### src/rtl/fetch_pc_select_if.sv
// Fetch-stage PC select bus: hazard/pipeline inputs and selected-PC outputs.
// Optional mispredict counter signal present only when PC_PERF_CNT_EN is defined.
interface fetch_pc_select_if #(
  parameter int ADDR_W = 64
`ifdef PC_PERF_CNT_EN
  , parameter int CNT_W = 32
`endif
);
  logic              F_stall;
  logic [3:0]        f_icode;
  logic [ADDR_W-1:0] f_valC;
  logic [ADDR_W-1:0] f_valP;
  logic [3:0]        M_icode;
  logic              M_Cnd;
  logic [ADDR_W-1:0] M_valA;
  logic [3:0]        W_icode;
  logic [ADDR_W-1:0] W_valM;
  logic [ADDR_W-1:0] pc;
  logic              pc_valid;
  logic [ADDR_W-1:0] F_predPC;
  logic              halted;
`ifdef PC_PERF_CNT_EN
  logic [CNT_W-1:0]  mispredict_cnt;
`endif

  modport master (
    output F_stall, f_icode, f_valC, f_valP, M_icode, M_Cnd, M_valA, W_icode, W_valM,
    input  pc, pc_valid, F_predPC, halted
`ifdef PC_PERF_CNT_EN
    , input mispredict_cnt
`endif
  );

  modport slave (
    input  F_stall, f_icode, f_valC, f_valP, M_icode, M_Cnd, M_valA, W_icode, W_valM,
    output pc, pc_valid, F_predPC, halted
`ifdef PC_PERF_CNT_EN
    , output mispredict_cnt
`endif
  );
endinterface

### src/rtl/fetch_pc_select.sv
// Y86-64 fetch-stage PC register, next-PC predictor and redirect mux with ret/halt FSM.
// Define PC_PERF_CNT_EN to add the saturating mispredict counter.
module fetch_pc_select #(
  parameter int                ADDR_W   = 64,
  parameter logic [ADDR_W-1:0] RESET_PC = {ADDR_W{1'b0}}
`ifdef PC_PERF_CNT_EN
  , parameter int              CNT_W    = 32
`endif
) (
  input  logic             clk,
  input  logic             reset_n,
  fetch_pc_select_if.slave bus
);

  localparam logic [3:0] IHALT = 4'h0;
  localparam logic [3:0] IJXX  = 4'h7;
  localparam logic [3:0] ICALL = 4'h8;
  localparam logic [3:0] IRET  = 4'h9;

  typedef enum logic [1:0] {
    ST_RUN      = 2'd0,
    ST_RET_WAIT = 2'd1,
    ST_HALT     = 2'd2
  } state_t;

  state_t            r_state;
  logic [ADDR_W-1:0] r_pred_pc;
  logic              r_halted;

  logic              w_mis;
  logic              w_rr;
  logic              w_fetch;
  logic              w_load;
  logic [ADDR_W-1:0] w_pc;
  logic [ADDR_W-1:0] w_pred;
  state_t            w_next_state;

  // Redirect detection, PC mux, prediction and next-state decode
  always_comb begin
    w_mis = (bus.M_icode == IJXX) && !bus.M_Cnd;
    w_rr  = (bus.W_icode == IRET);
    if (w_mis) begin
      w_pc = bus.M_valA;
    end else if (w_rr) begin
      w_pc = bus.W_valM;
    end else begin
      w_pc = r_pred_pc;
    end
    if ((bus.f_icode == IJXX) || (bus.f_icode == ICALL)) begin
      w_pred = bus.f_valC;
    end else begin
      w_pred = bus.f_valP;
    end
    // A redirect always produces a real fetch, even out of RET_WAIT or HALT
    w_fetch = (r_state == ST_RUN) || w_mis || w_rr;
    w_load  = w_fetch && (!bus.F_stall || w_mis || w_rr);
    case (bus.f_icode)
      IRET:    w_next_state = ST_RET_WAIT;
      IHALT:   w_next_state = ST_HALT;
      default: w_next_state = ST_RUN;
    endcase
  end

  // F register and fetch FSM
  always_ff @(posedge clk or negedge reset_n) begin
    if (!reset_n) begin
      r_state   <= ST_RUN;
      r_pred_pc <= RESET_PC;
      r_halted  <= 1'b0;
    end else if (w_load) begin
      r_state   <= w_next_state;
      r_pred_pc <= w_pred;
      r_halted  <= (w_next_state == ST_HALT);
    end else begin
      r_state   <= r_state;
      r_pred_pc <= r_pred_pc;
      r_halted  <= r_halted;
    end
  end

  assign bus.pc       = w_pc;
  assign bus.pc_valid = w_fetch;
  assign bus.F_predPC = r_pred_pc;
  assign bus.halted   = r_halted;

`ifdef PC_PERF_CNT_EN
  logic [CNT_W-1:0] r_mis_cnt;

  // Saturating mispredict counter, independent of F_stall
  always_ff @(posedge clk or negedge reset_n) begin
    if (!reset_n) begin
      r_mis_cnt <= {CNT_W{1'b0}};
    end else if (w_mis && (r_mis_cnt != {CNT_W{1'b1}})) begin
      r_mis_cnt <= r_mis_cnt + {{(CNT_W-1){1'b0}}, 1'b1};
    end else begin
      r_mis_cnt <= r_mis_cnt;
    end
  end

  assign bus.mispredict_cnt = r_mis_cnt;
`endif

endmodule

### src/flat_wrapper.sv
// flat-port wrapper written by rule: the top's interface ports become plain ports
module fetch_pc_select_flat 
#(
  parameter int                ADDR_W   = 64,
  parameter logic [ADDR_W-1:0] RESET_PC = {ADDR_W{1'b0}}

)
  (clk, reset_n, bus_F_stall, bus_f_icode, bus_f_valC, bus_f_valP, bus_M_icode, bus_M_Cnd, bus_M_valA, bus_W_icode, bus_W_valM, bus_pc, bus_pc_valid, bus_F_predPC, bus_halted);
  fetch_pc_select_if #(.ADDR_W(ADDR_W)) bus_i ();
  input  logic clk;
  input  logic reset_n;
  input wire logic [$bits(bus_i.F_stall)-1:0] bus_F_stall;
  input wire logic [$bits(bus_i.f_icode)-1:0] bus_f_icode;
  input wire logic [$bits(bus_i.f_valC)-1:0] bus_f_valC;
  input wire logic [$bits(bus_i.f_valP)-1:0] bus_f_valP;
  input wire logic [$bits(bus_i.M_icode)-1:0] bus_M_icode;
  input wire logic [$bits(bus_i.M_Cnd)-1:0] bus_M_Cnd;
  input wire logic [$bits(bus_i.M_valA)-1:0] bus_M_valA;
  input wire logic [$bits(bus_i.W_icode)-1:0] bus_W_icode;
  input wire logic [$bits(bus_i.W_valM)-1:0] bus_W_valM;
  output wire logic [$bits(bus_i.pc)-1:0] bus_pc;
  output wire logic [$bits(bus_i.pc_valid)-1:0] bus_pc_valid;
  output wire logic [$bits(bus_i.F_predPC)-1:0] bus_F_predPC;
  output wire logic [$bits(bus_i.halted)-1:0] bus_halted;
  assign bus_i.F_stall = bus_F_stall;
  assign bus_i.f_icode = bus_f_icode;
  assign bus_i.f_valC = bus_f_valC;
  assign bus_i.f_valP = bus_f_valP;
  assign bus_i.M_icode = bus_M_icode;
  assign bus_i.M_Cnd = bus_M_Cnd;
  assign bus_i.M_valA = bus_M_valA;
  assign bus_i.W_icode = bus_W_icode;
  assign bus_i.W_valM = bus_W_valM;
  assign bus_pc = bus_i.pc;
  assign bus_pc_valid = bus_i.pc_valid;
  assign bus_F_predPC = bus_i.F_predPC;
  assign bus_halted = bus_i.halted;
  fetch_pc_select #(.ADDR_W(ADDR_W), .RESET_PC(RESET_PC)) u_core (.clk(clk), .reset_n(reset_n), .bus(bus_i));
endmodule
### config.mk
export PLATFORM = sky130hd
export DESIGN_NAME = fetch_pc_select_flat
export DESIGN_NICKNAME = d
export VERILOG_FILES = /design/src/rtl/fetch_pc_select_if.sv /design/src/rtl/fetch_pc_select.sv /design/src/flat_wrapper.sv
export SDC_FILE = /design/constraint.sdc
export NUM_CORES = 1
export LEC_CHECK = 0
export CELL_PAD_IN_SITES_DETAIL_PLACEMENT = 0
export CELL_PAD_IN_SITES_GLOBAL_PLACEMENT = 1
export CORE_MARGIN = 5
export CORE_UTILIZATION = 26
export DETAILED_ROUTE_END_ITERATION = 10
export PLACE_DENSITY_LB_ADDON = 0.1
export SLEW_MARGIN = 20
export SYNTH_ARGS = -nofsm -noshare
export SYNTH_HDL_FRONTEND = slang
export SYNTH_SLANG_ARGS = --single-unit
### constraint.sdc
create_clock -name clk -period 2.5 [get_ports clk]
set_clock_uncertainty 0.2 [all_clocks]
set_input_delay 0.75 -clock clk [delete_from_list [all_inputs] [get_ports clk]]
set_output_delay 0.75 -clock clk [all_outputs]
set_load 0.03 [all_outputs]
==> impl_metrics.py <==
metrics = {
    "setup_path": {
        "crit_chain": "buf_8 -> nor4bb_4 -> buf_6 -> buf_8 -> clkbuf_16 -> nand2_4 -> a31oi_4 -> buf_6",
        "r2r_end": "u_core.bus.F_predPC[35]",
        "arrival_ps": 2070,
        "slowest_stage": "nor4bb_4",
        "critPathLaunchType": "input port",
        "reg2reg_slack_ps": 600,
        "critPathTopFamily": "buffers and inverters",
        "critical-path-max-stage-delay_ps": 280,
        "critical_path_buf_inv_count": 5,
        "r2r_start": "u_core.r_state[1]",
        "cp.depth": 8,
        "critPathCaptureType": "output pin",
        "path_class": "input port to output pin",
        "crit_start": "bus_W_icode[1]",
        "reg2regPathDepth": 4,
        "endpoint": "bus_pc[4]",
        "critPathRequiredTime_ps": 1550,
        "path_max_fanout": 5,
    },
    "pwr": {
        "p_total_mw": 6.476,
        "power_frac_comb": 0.590,
        "switching_share": 0.4092,
        "seqPwrFrac": 0.223,
        "p_per_area_mw_per_mm2": 429.6,
        "power.leakage_nw": 5.308,
        "switchingPower_mw": 2.650,
        "clockPowerShare": 0.187,
        "ir_worst_vdd_mv": 0.2440,
        "p_int_mw": 3.826,
    },
    "clocking": {
        "cts-root-buf": "clkbuf_16",
        "cts_hold_buf": 0,
        "clkTransAtPathRegs_ps": 60,
        "clockBufferDepth": 2,
        "cts_buffers": 9,
        "cts_sinks": 67,
        "clkLatencyLatePin_ps": 340,
        "htreeDepth": 3,
        "cts_tree": "built",
    },
    "drt": {
        "drtAntennaViolNets": 0,
        "wire_per_inst_um": 24.36,
        "drt-total-wl_um": 43210,
        "dr.pass1.iters": 5,
        "vias_per_cell": 5.750,
        "route.detailed.drc": 0,
        "drt_iter0_drc": 625,
        "vias": 10200,
    },
    "cells_and_area": {
        "final_core_util": 0.5060,
        "fin_area_mm2": 0.01508,
        "final_common_cell": "clkdlybuf4s50_1",
        "drive_above_1_share": 0.3032,
        "layout.nets": 1650,
        "final_cell_mix": "clkdlybuf4s50_1 (322), nor3_1 (96), nand2_1 (86)",
        "syn2layout_area_growth_pct": 91.44,
        "instances_no_fill": 1774,
    },
    "synth": {
        "synth_edf_count": 0,
        "yosysTopAreaCell": "dfrtp_1",
        "ys_warn_count": 0,
        "synth_cell_type_count": 29,
        "yosysSeqAreaShare": 0.2129,
        "synth_fp_nets": 1278,
        "synth_xor_area_frac": 0,
        "synth_top_area_share": 0.2129,
        "netlist_top_cells_area": "dfrtp_1 (21%), nor3_1 (8.2%), o32a_1 (8.1%)",
        "ys_ff_latch": 67,
        "synth_compound_area_frac": 0.3314,
        "synth_simple_gate_area_frac": 0.3650,
        "synth-main-ff-cell": "dfrtp_1",
        "synth.avg_cell_area_um2": 7.828,
        "synth_top_family_by_area": "simple AND/OR/NAND/NOR gates",
        "netlist_area_mm2": 0.007875,
        "async_flop_share": 1.000,
        "synth_mux_area_frac": 0.004290,
        "synthAdderAreaFrac": 0,
        "synth_cells": 1006,
    },
    "sta": {
        "slew_headroom": 0.6738,
        "period_minus_slack_ps": 3023,
        "layout_setup_ws_ps": -523.2,
        "setup_viol_count_final": 65,
        "hold_violations": 0,
        "timing.setup.tns_ps": -30660,
        "worst_pin_slew_ps": 485.6,
        "holdWs_ps": 88.30,
        "slew_viol_final": 0,
        "period_share": 1.209,
        "max_freq_mhz": 330.8,
        "grt_setup_unrepaired": "true",
    },
    "place": {
        "dp.cells": 1724,
        "dpl_cell_area_mm2": 0.01348,
        "globalplace.congestion": 0.7541,
        "dp.final_hpwl_um": 27950,
        "port_buffers": 401,
        "place_ws_ps": -911.1,
    },
    "global_routing": {
        "grt_pass1_vias": 9907,
        "grt_pass1_wl_um": 62060,
        "grt_overflow": 0,
        "grt_max_degree": 81,
        "groute.usage.overall": 0.2344,
        "antenna_found_initial": 2,
    },
    "min_path": {
        "hp-class": "input port to asynchronous set/reset pin",
    },
    "floorplanning": {
        "io_pins": 402,
        "dieArea_mm2": 0.03387,
        "die_h_um": 184.0,
        "initial_utilization": 0.2643,
        "die_w_um": 184.0,
        "coreArea_mm2": 0.02980,
        "rows": 63,
    },
    "job": {
        "max_cap_violations": 0,
    },
    "run_status": {
        "violations": "negative setup slack",
        "outcome": "finished, violations left",
    },
}
[per-layer routing]
metal	vias up	wire length (um)	share of wire	GRT usage
met3	30	2127	0.049	0.03364
met1	5105	18320	0.42	0.3023
met5	-	0	0	0
met2	300	22070	0.51	0.4146
met4	0	690	0.016	0.05265
li1	4765	-	-	-
[cell usage after synthesis (2+ instances only)]
library cell,number
a31oi_1,64
and4bb_1,7
and4bb_2,23
buf_1,8
buf_2,22
buf_4,2
buf_6,8
clkbuf_1,115
dfrtp_1,67
mux2_2,3
nand2_1,129
nand4bb_1,2
nor2b_1,64
nor3_1,129
nor4b_1,64
nor4bb_1,35
o2111ai_1,64
o21ai_0,64
o31ai_1,26
o31ai_2,38
o32a_1,64
[worst register-to-register path: cells and delay by family, from the launching register on]
family | cells | cell delay (ps)
compound gates | 2 | 490
buf+inv | 1 | 210
simple gates | 1 | 520
flops | 1 | 390
[registers in the layout, indices dropped and copies added (netlist names)]
signal               cells
u_core.r_state           2
u_core.bus.F_predPC     64
u_core.bus.halted        1
[what timing repair did]
| action | 4_1_cts | 5_1_grt |
|---|---|---|
| buffers inserted | 12 | 2 |
| pin swaps | 10 | 40 |
| hold endpoints to repair | 0 | 0 |
| endpoints found under the setup margin | 131 | 67 |
| resized for setup | 122 | 101 |
| cloned | 13 | 9 |
[cell families after synthesis]
kind of cell / Yosys count
AOI/OAI and AO/OA: 322
buffers and inverters: 156
muxes: 3
and+or+nand+nor: 458
DFF: 67
[power by group through the flow]
stage               combinational, mW  clock, mW  sequential, mW
detailed placement               3.58          0            1.46
finish                           3.82       1.21            1.44
floorplan                        1.71          0            1.75
CTS                              3.75       1.25            1.44
global placement                 3.56          0            1.46
global route                     4.01       1.30            1.47
[layout make-up]
cell class / instances / area, um2
fillers: 2752 / 14720
multi-input cells: 784 / 6898
repair buffers: 515 / 5741
flip-flops and latches: 67 / 1677
well taps: 390 / 488.0
clock buffers: 12 / 246.5
clock inverters: 3 / 15.01
inverters: 1 / 6.256
diodes: 2 / 5.005
[how the worst min path moves through the flow]
| stage | startpoint | end | slack, ps | cells after the start |
|---|---|---|---|---|
| floorplan | reset_n | u_core.bus.F_predPC[0] | 250 | 0 |
| global placement | u_core.bus.halted | u_core.bus.halted | 290 | 1 |
| detailed placement | u_core.bus.halted | u_core.bus.halted | 310 | 1 |
| CTS | reset_n | u_core.bus.F_predPC[28] | 80 | 1 |
| global route | reset_n | u_core.bus.F_predPC[28] | 100 | 1 |
| finish | reset_n | u_core.bus.F_predPC[28] | 90 | 1 |
Note: power is estimated with default switching activity, not from simulation.
